### src/rtl/ysyx_24100005_mem_arbiter_if.sv
// Request/response bundle between the IFU, the LSU, the arbiter and the memory wrapper.
// The slave modport is the arbiter's view; the master modport is the requesters-plus-memory view.
interface ysyx_24100005_mem_arbiter_if #(
  parameter int unsigned ADDR_W = 32,
  parameter int unsigned DATA_W = 32
);
  logic              ifu_req_valid;
  logic              ifu_req_ready;
  logic [ADDR_W-1:0] ifu_addr;
  logic              ifu_resp_valid;
  logic [DATA_W-1:0] ifu_rdata;
  logic              ifu_resp_err;

  logic              lsu_req_valid;
  logic              lsu_req_ready;
  logic [ADDR_W-1:0] lsu_addr;
  logic              lsu_wen;
  logic [DATA_W-1:0] lsu_wdata;
  logic [7:0]        lsu_wmask;
  logic              lsu_resp_valid;
  logic [DATA_W-1:0] lsu_rdata;
  logic              lsu_resp_err;

  logic              mem_req_valid;
  logic              mem_req_ready;
  logic [ADDR_W-1:0] mem_addr;
  logic              mem_wen;
  logic [DATA_W-1:0] mem_wdata;
  logic [7:0]        mem_wmask;
  logic              mem_resp_valid;
  logic [DATA_W-1:0] mem_rdata;

  modport slave (
    input  ifu_req_valid, ifu_addr,
    output ifu_req_ready, ifu_resp_valid, ifu_rdata, ifu_resp_err,
    input  lsu_req_valid, lsu_addr, lsu_wen, lsu_wdata, lsu_wmask,
    output lsu_req_ready, lsu_resp_valid, lsu_rdata, lsu_resp_err,
    output mem_req_valid, mem_addr, mem_wen, mem_wdata, mem_wmask,
    input  mem_req_ready, mem_resp_valid, mem_rdata
  );

  modport master (
    output ifu_req_valid, ifu_addr,
    input  ifu_req_ready, ifu_resp_valid, ifu_rdata, ifu_resp_err,
    output lsu_req_valid, lsu_addr, lsu_wen, lsu_wdata, lsu_wmask,
    input  lsu_req_ready, lsu_resp_valid, lsu_rdata, lsu_resp_err,
    input  mem_req_valid, mem_addr, mem_wen, mem_wdata, mem_wmask,
    output mem_req_ready, mem_resp_valid, mem_rdata
  );
endinterface

### src/rtl/ysyx_24100005_mem_arbiter.sv
// Round-robin arbiter sharing one memory port between IFU and LSU, one transaction at a time,
// with a response timeout so a silent memory cannot hang the core.
module ysyx_24100005_mem_arbiter #(
  parameter int unsigned ADDR_W  = 32,
  parameter int unsigned DATA_W  = 32,
  parameter int unsigned TIMEOUT = 255
) (
  input logic                          clk,
  input logic                          rst,
  ysyx_24100005_mem_arbiter_if.slave   bus
);

  localparam int unsigned TimerW = (TIMEOUT > 1) ? $clog2(TIMEOUT) : 1;
  localparam logic [TimerW-1:0] TimerLast = TimerW'(TIMEOUT - 1);

  typedef enum logic [1:0] {StIdle, StReq, StWait, StResp} state_e;

  state_e              state_q, state_d;
  logic [TimerW-1:0]   timer_q, timer_d;
  logic                owner_q;       // 1 = LSU owns the current transaction
  logic                last_grant_q;  // 1 = LSU was granted last
  logic [ADDR_W-1:0]   addr_q;
  logic                wen_q;
  logic [DATA_W-1:0]   wdata_q;
  logic [7:0]          wmask_q;
  logic [DATA_W-1:0]   ifu_rdata_q, lsu_rdata_q;
  logic                ifu_err_q, lsu_err_q;

  logic                grant_ifu, grant_lsu;
  logic                accept, capture, cap_err;
  logic [DATA_W-1:0]   cap_data;

  // On contention the requester that was not served last wins.
  always_comb begin
    grant_lsu = bus.lsu_req_valid & (~bus.ifu_req_valid | ~last_grant_q);
    grant_ifu = bus.ifu_req_valid & ~grant_lsu;
  end

  always_comb begin
    state_d  = state_q;
    timer_d  = timer_q;
    accept   = 1'b0;
    capture  = 1'b0;
    cap_err  = 1'b0;
    cap_data = '0;
    unique case (state_q)
      StIdle: begin
        if (grant_ifu | grant_lsu) begin
          accept  = 1'b1;
          state_d = StReq;
        end
      end
      StReq: begin
        if (bus.mem_req_ready) begin
          timer_d = '0;
          state_d = StWait;
        end
      end
      StWait: begin
        timer_d = timer_q + TimerW'(1);
        if (bus.mem_resp_valid) begin
          capture  = 1'b1;
          cap_data = wen_q ? '0 : bus.mem_rdata;
          state_d  = StResp;
        end else if ((TIMEOUT != 0) && (timer_q == TimerLast)) begin
          capture = 1'b1;
          cap_err = 1'b1;
          state_d = StResp;
        end
      end
      StResp: state_d = StIdle;
      default: state_d = StIdle;
    endcase
  end

  always_ff @(posedge clk or posedge rst) begin
    if (rst) begin
      state_q      <= StIdle;
      timer_q      <= '0;
      owner_q      <= 1'b0;
      last_grant_q <= 1'b1;
      addr_q       <= '0;
      wen_q        <= 1'b0;
      wdata_q      <= '0;
      wmask_q      <= '0;
    end else begin
      state_q <= state_d;
      timer_q <= timer_d;
      if (accept) begin
        owner_q      <= grant_lsu;
        last_grant_q <= grant_lsu;
        addr_q       <= grant_lsu ? bus.lsu_addr : bus.ifu_addr;
        wen_q        <= grant_lsu & bus.lsu_wen;
        wdata_q      <= grant_lsu ? bus.lsu_wdata : '0;
        wmask_q      <= grant_lsu ? bus.lsu_wmask : 8'h00;
      end
    end
  end

  // Per-requester response registers so each side keeps its last result.
  always_ff @(posedge clk or posedge rst) begin
    if (rst) begin
      ifu_rdata_q <= '0;
      ifu_err_q   <= 1'b0;
      lsu_rdata_q <= '0;
      lsu_err_q   <= 1'b0;
    end else if (capture) begin
      if (owner_q) begin
        lsu_rdata_q <= cap_data;
        lsu_err_q   <= cap_err;
      end else begin
        ifu_rdata_q <= cap_data;
        ifu_err_q   <= cap_err;
      end
    end
  end

  assign bus.ifu_req_ready  = (state_q == StIdle) & ~rst & grant_ifu;
  assign bus.lsu_req_ready  = (state_q == StIdle) & ~rst & grant_lsu;

  assign bus.ifu_resp_valid = (state_q == StResp) & ~owner_q;
  assign bus.ifu_rdata      = ifu_rdata_q;
  assign bus.ifu_resp_err   = ifu_err_q;
  assign bus.lsu_resp_valid = (state_q == StResp) & owner_q;
  assign bus.lsu_rdata      = lsu_rdata_q;
  assign bus.lsu_resp_err   = lsu_err_q;

  assign bus.mem_req_valid  = (state_q == StReq);
  assign bus.mem_addr       = addr_q;
  assign bus.mem_wen        = wen_q;
  assign bus.mem_wdata      = wdata_q;
  assign bus.mem_wmask      = wmask_q;

endmodule

### src/flat_wrapper.sv
// flat-port wrapper written by rule: the top's interface ports become plain ports
module ysyx_24100005_mem_arbiter_flat 
#(
  parameter int unsigned ADDR_W  = 32,
  parameter int unsigned DATA_W  = 32,
  parameter int unsigned TIMEOUT = 255
)
  (clk, rst, bus_ifu_req_valid, bus_ifu_addr, bus_ifu_req_ready, bus_ifu_resp_valid, bus_ifu_rdata, bus_ifu_resp_err, bus_lsu_req_valid, bus_lsu_addr, bus_lsu_wen, bus_lsu_wdata, bus_lsu_wmask, bus_lsu_req_ready, bus_lsu_resp_valid, bus_lsu_rdata, bus_lsu_resp_err, bus_mem_req_valid, bus_mem_addr, bus_mem_wen, bus_mem_wdata, bus_mem_wmask, bus_mem_req_ready, bus_mem_resp_valid, bus_mem_rdata);
  ysyx_24100005_mem_arbiter_if #(.ADDR_W(ADDR_W), .DATA_W(DATA_W)) bus_i ();
  input logic clk;
  input logic rst;
  input wire logic [$bits(bus_i.ifu_req_valid)-1:0] bus_ifu_req_valid;
  input wire logic [$bits(bus_i.ifu_addr)-1:0] bus_ifu_addr;
  output wire logic [$bits(bus_i.ifu_req_ready)-1:0] bus_ifu_req_ready;
  output wire logic [$bits(bus_i.ifu_resp_valid)-1:0] bus_ifu_resp_valid;
  output wire logic [$bits(bus_i.ifu_rdata)-1:0] bus_ifu_rdata;
  output wire logic [$bits(bus_i.ifu_resp_err)-1:0] bus_ifu_resp_err;
  input wire logic [$bits(bus_i.lsu_req_valid)-1:0] bus_lsu_req_valid;
  input wire logic [$bits(bus_i.lsu_addr)-1:0] bus_lsu_addr;
  input wire logic [$bits(bus_i.lsu_wen)-1:0] bus_lsu_wen;
  input wire logic [$bits(bus_i.lsu_wdata)-1:0] bus_lsu_wdata;
  input wire logic [$bits(bus_i.lsu_wmask)-1:0] bus_lsu_wmask;
  output wire logic [$bits(bus_i.lsu_req_ready)-1:0] bus_lsu_req_ready;
  output wire logic [$bits(bus_i.lsu_resp_valid)-1:0] bus_lsu_resp_valid;
  output wire logic [$bits(bus_i.lsu_rdata)-1:0] bus_lsu_rdata;
  output wire logic [$bits(bus_i.lsu_resp_err)-1:0] bus_lsu_resp_err;
  output wire logic [$bits(bus_i.mem_req_valid)-1:0] bus_mem_req_valid;
  output wire logic [$bits(bus_i.mem_addr)-1:0] bus_mem_addr;
  output wire logic [$bits(bus_i.mem_wen)-1:0] bus_mem_wen;
  output wire logic [$bits(bus_i.mem_wdata)-1:0] bus_mem_wdata;
  output wire logic [$bits(bus_i.mem_wmask)-1:0] bus_mem_wmask;
  input wire logic [$bits(bus_i.mem_req_ready)-1:0] bus_mem_req_ready;
  input wire logic [$bits(bus_i.mem_resp_valid)-1:0] bus_mem_resp_valid;
  input wire logic [$bits(bus_i.mem_rdata)-1:0] bus_mem_rdata;
  assign bus_i.ifu_req_valid = bus_ifu_req_valid;
  assign bus_i.ifu_addr = bus_ifu_addr;
  assign bus_ifu_req_ready = bus_i.ifu_req_ready;
  assign bus_ifu_resp_valid = bus_i.ifu_resp_valid;
  assign bus_ifu_rdata = bus_i.ifu_rdata;
  assign bus_ifu_resp_err = bus_i.ifu_resp_err;
  assign bus_i.lsu_req_valid = bus_lsu_req_valid;
  assign bus_i.lsu_addr = bus_lsu_addr;
  assign bus_i.lsu_wen = bus_lsu_wen;
  assign bus_i.lsu_wdata = bus_lsu_wdata;
  assign bus_i.lsu_wmask = bus_lsu_wmask;
  assign bus_lsu_req_ready = bus_i.lsu_req_ready;
  assign bus_lsu_resp_valid = bus_i.lsu_resp_valid;
  assign bus_lsu_rdata = bus_i.lsu_rdata;
  assign bus_lsu_resp_err = bus_i.lsu_resp_err;
  assign bus_mem_req_valid = bus_i.mem_req_valid;
  assign bus_mem_addr = bus_i.mem_addr;
  assign bus_mem_wen = bus_i.mem_wen;
  assign bus_mem_wdata = bus_i.mem_wdata;
  assign bus_mem_wmask = bus_i.mem_wmask;
  assign bus_i.mem_req_ready = bus_mem_req_ready;
  assign bus_i.mem_resp_valid = bus_mem_resp_valid;
  assign bus_i.mem_rdata = bus_mem_rdata;
  ysyx_24100005_mem_arbiter #(.ADDR_W(ADDR_W), .DATA_W(DATA_W), .TIMEOUT(TIMEOUT)) u_core (.clk(clk), .rst(rst), .bus(bus_i));
endmodule
### config.mk
export PLATFORM = sky130hd
export DESIGN_NAME = ysyx_24100005_mem_arbiter_flat
export DESIGN_NICKNAME = d
export VERILOG_FILES = /design/src/rtl/ysyx_24100005_mem_arbiter_if.sv /design/src/rtl/ysyx_24100005_mem_arbiter.sv /design/src/flat_wrapper.sv
export SDC_FILE = /design/constraint.sdc
export NUM_CORES = 1
export LEC_CHECK = 0
export CORE_ASPECT_RATIO = 1.2
export CORE_UTILIZATION = 35
export DETAILED_ROUTE_END_ITERATION = 10
export DONT_BUFFER_PORTS = 1
export PLACE_DENSITY = 0.62
export REMOVE_ABC_BUFFERS = 1
export SLEW_MARGIN = 20
export SYNTH_ARGS = -nofsm -noshare
export SYNTH_HDL_FRONTEND = slang
export SYNTH_SLANG_ARGS = --single-unit
### constraint.sdc
create_clock -name clk -period 5 [get_ports clk]
set_input_delay 0.75 -clock clk [delete_from_list [all_inputs] [get_ports clk]]
set_output_delay 0.75 -clock clk [all_outputs]
set_load 0.1 [all_outputs]
==> reports/results.tsv <==
metric	value	unit
outcome	finished clean	
Setup Viol. Count Final	0	
Core ar.	17500	sq um
share of cells above drive strength 1	10.9	%
Yosys reg bits	151	
ys flop type	dfrtp_1	
WP data required	4.25	ns
final-stage net count	687	
worst skew pair latency	0.41	ns
largest net degree at the start of global routing	99	
Starting Density	35.6	%
vias per cell	5.36	
IO Count	287	
arrival time at the worst endpoint	2.30	ns
final worst-path cycle share	61.0	%
Final Critical Period	3.05	ns
clk buf depth	2	
synthesized area per cell	11.4	sq um
clk slew on worst S/H paths	0.06	ns
Hold Fails Final Rpt	0	
maxcap violations	0	
DPL Wire Length	10000	um
distinct cell type count after synthesis	40	
Post-Syn Area	6240	sq um
Die W	124	um
Final Max Tran Viols	0	
IO buf count	0	
via count	4125	
worst hold margin	0.333	ns
post-cts resize count	0	
final instance area	6960	sq um
Die ar.	18400	sq um
# rows	53	
share of async-settable or async-resettable flops after synthesis	100	%
number of enable flip-flop cells after synthesis	0	
routed len/inst	19.1	um
Post-DP Area	6370	sq um
Final Skew	0.00734	ns
CTS Hold Bufs	0	
DRT Pass-1 Iters	4	
Diodes inserted	0	
Critical R2R Launch	u_core.state_q[1]$_DFFE_PP0P_	
vias in the first global route	4152	
crit-path max FO	35	
min-delay worst type	input pin to asynchronous set/reset pin	
critical path type	flip-flop to output port	
YS warnings	0	
Max Fclk	328	MHz
Util after Layout	39.8	%
Worst setup EP type	output port	
Worst-Margin Slew	1.13	ns
filler cell count in the final layout	1687	
Num CTS Buffers	17	
Routability Congestion	0.818	
initial antenna violation count	0	
CP Launch Type	flip-flop	
Routed WL	14700	um
DRC	0	
CTS sink count	151	
worst reg2reg path depth	6	
DR iter-0 viols	117	
RSZ-0062 raised after global routing	no	
Max-slew headroom	24.8	%
CTS tree	built	
GR Overflow Total	0	
die height	148	um
Antenna Nets Post-Route	0	
Area Growth Syn to Fin	11.6	%
total track usage	15.7	%
first-pass GRT wire length	21700	um
Worst Setup SP	u_core.last_grant_q$_DFFE_PP1P_	
root buffer cell	clkbuf_16	
synthesized instance count	547	
CTS H-Tree Depth	4	
Setup Fix Bufs, Post-CTS	0	
Seq/Total Area, Yosys	60.6	%
critical path: stages (launching register included):
cell	delay (ns)
dfstp_2	0.39
a21boi_4	0.13
buf_4	0.46
and3_1	0.90
cells in the mapped netlist, types with 2 or more instances:
library cell	number	share of area, %
buf_6	10	1.8
nand2b_1	2	0.20
a21o_1	2	0.24
mux2i_1	32	5.1
buf_4	8	0.96
o31ai_1	2	0.24
nor2_1	5	0.30
and2_4	2	0.28
a22o_1	64	9.0
dfrtp_1	150	60
o21ai_1	64	5.1
inv_1	4	0.24
o21ai_2	3	0.42
nand3_1	4	0.32
buf_2	10	0.80
xnor2_1	2	0.28
nor3_1	3	0.24
ha_1	7	1.4
clkbuf_1	10	0.60
a21oi_1	6	0.48
o21ai_0	17	1.4
nand2_1	122	7.3
routing by layer:
metal / vias up / share of wire (%) / GRT usage (%)
met5: - / 0 / 0
met2: 205 / 49 / 25.9
li1: 1899 / - / -
met3: 15 / 9.3 / 5.94
met1: 2006 / 40 / 18.2
met4: 0 / 1.1 / 6.02
registers in the layout, indices dropped and copies added (netlist names):
register                 flops
u_core.bus.lsu_resp_err      1
u_core.last_grant_q          1
u_core.owner_q               1
u_core.bus.mem_wen           1
u_core.bus.lsu_rdata        32
u_core.bus.ifu_rdata        32
u_core.bus.mem_wdata        32
u_core.bus.ifu_resp_err      1
u_core.bus.mem_addr         32
u_core.timer_q               8
u_core.bus.mem_wmask         8
u_core.state_q               2
stage by stage:
stage | TNS, ns | setup slack [ns] | cells
finish | 0 | 1.95 | 770
global route | 0 | 1.83 | 770
CTS | 0 | 1.90 | 770
detailed placement | 0 | 1.91 | 738
global placement | 0 | 1.94 | 738
floorplan | -1.09 | -0.779 | 509
layout make-up:
class | instances | area [sq um] | area share, %
multi-input combinational | 353 | 2210 | 31.7
tap | 220 | 275 | 3.95
timing repair buffer | 9 | 85.1 | 1.22
inverter | 5 | 23.8 | 0.341
clock buffer | 17 | 425 | 6.11
sequential | 151 | 3780 | 54.3
clock inverter | 15 | 166 | 2.39
logic make-up (layout without fill, tap and decap cells):
family | after synthesis | in the layout | synth area share (%)
flops | 151 | 151 | 60.6
fa+ha+maj | 7 | 7 | 1.40
compound gates | 163 | 163 | 17.5
simple gates | 147 | 147 | 10.1
mux | 34 | 34 | 5.59
buf+inv | 43 | 46 | 4.47
xor+xnor | 2 | 2 | 0.281
cells in the final DEF, fill, tap and decap left out, drive strengths merged, types with 4 or more instances in the layout:
cell type	count
a21oi	7
a22o	64
buf	8
clkbuf	18
dfrtp	150
ha	7
inv	13
mux2i	33
nand2	122
nand3	4
nor2	6
o21ai	84
path summary, 6_finish.rpt:
kind                                                            end  slack, ns
worst min-delay path            u_core.bus.mem_wdata[4]$_DFFE_PP0P_       0.33
min in group clk                u_core.bus.ifu_resp_err$_DFFE_PP0P_       0.42
worst max register to register        u_core.timer_q[5]$_DFFE_PP0P_       2.46
max in group asynchronous        u_core.bus.mem_addr[1]$_DFFE_PP0P_       3.34
worst min register to register        u_core.timer_q[6]$_DFFE_PP0P_       0.54
worst max-delay path                              bus_lsu_req_ready       1.95
Power is not shown: default switching activity piles up to over one toggle a cycle in this logic, so the estimate is an artifact.
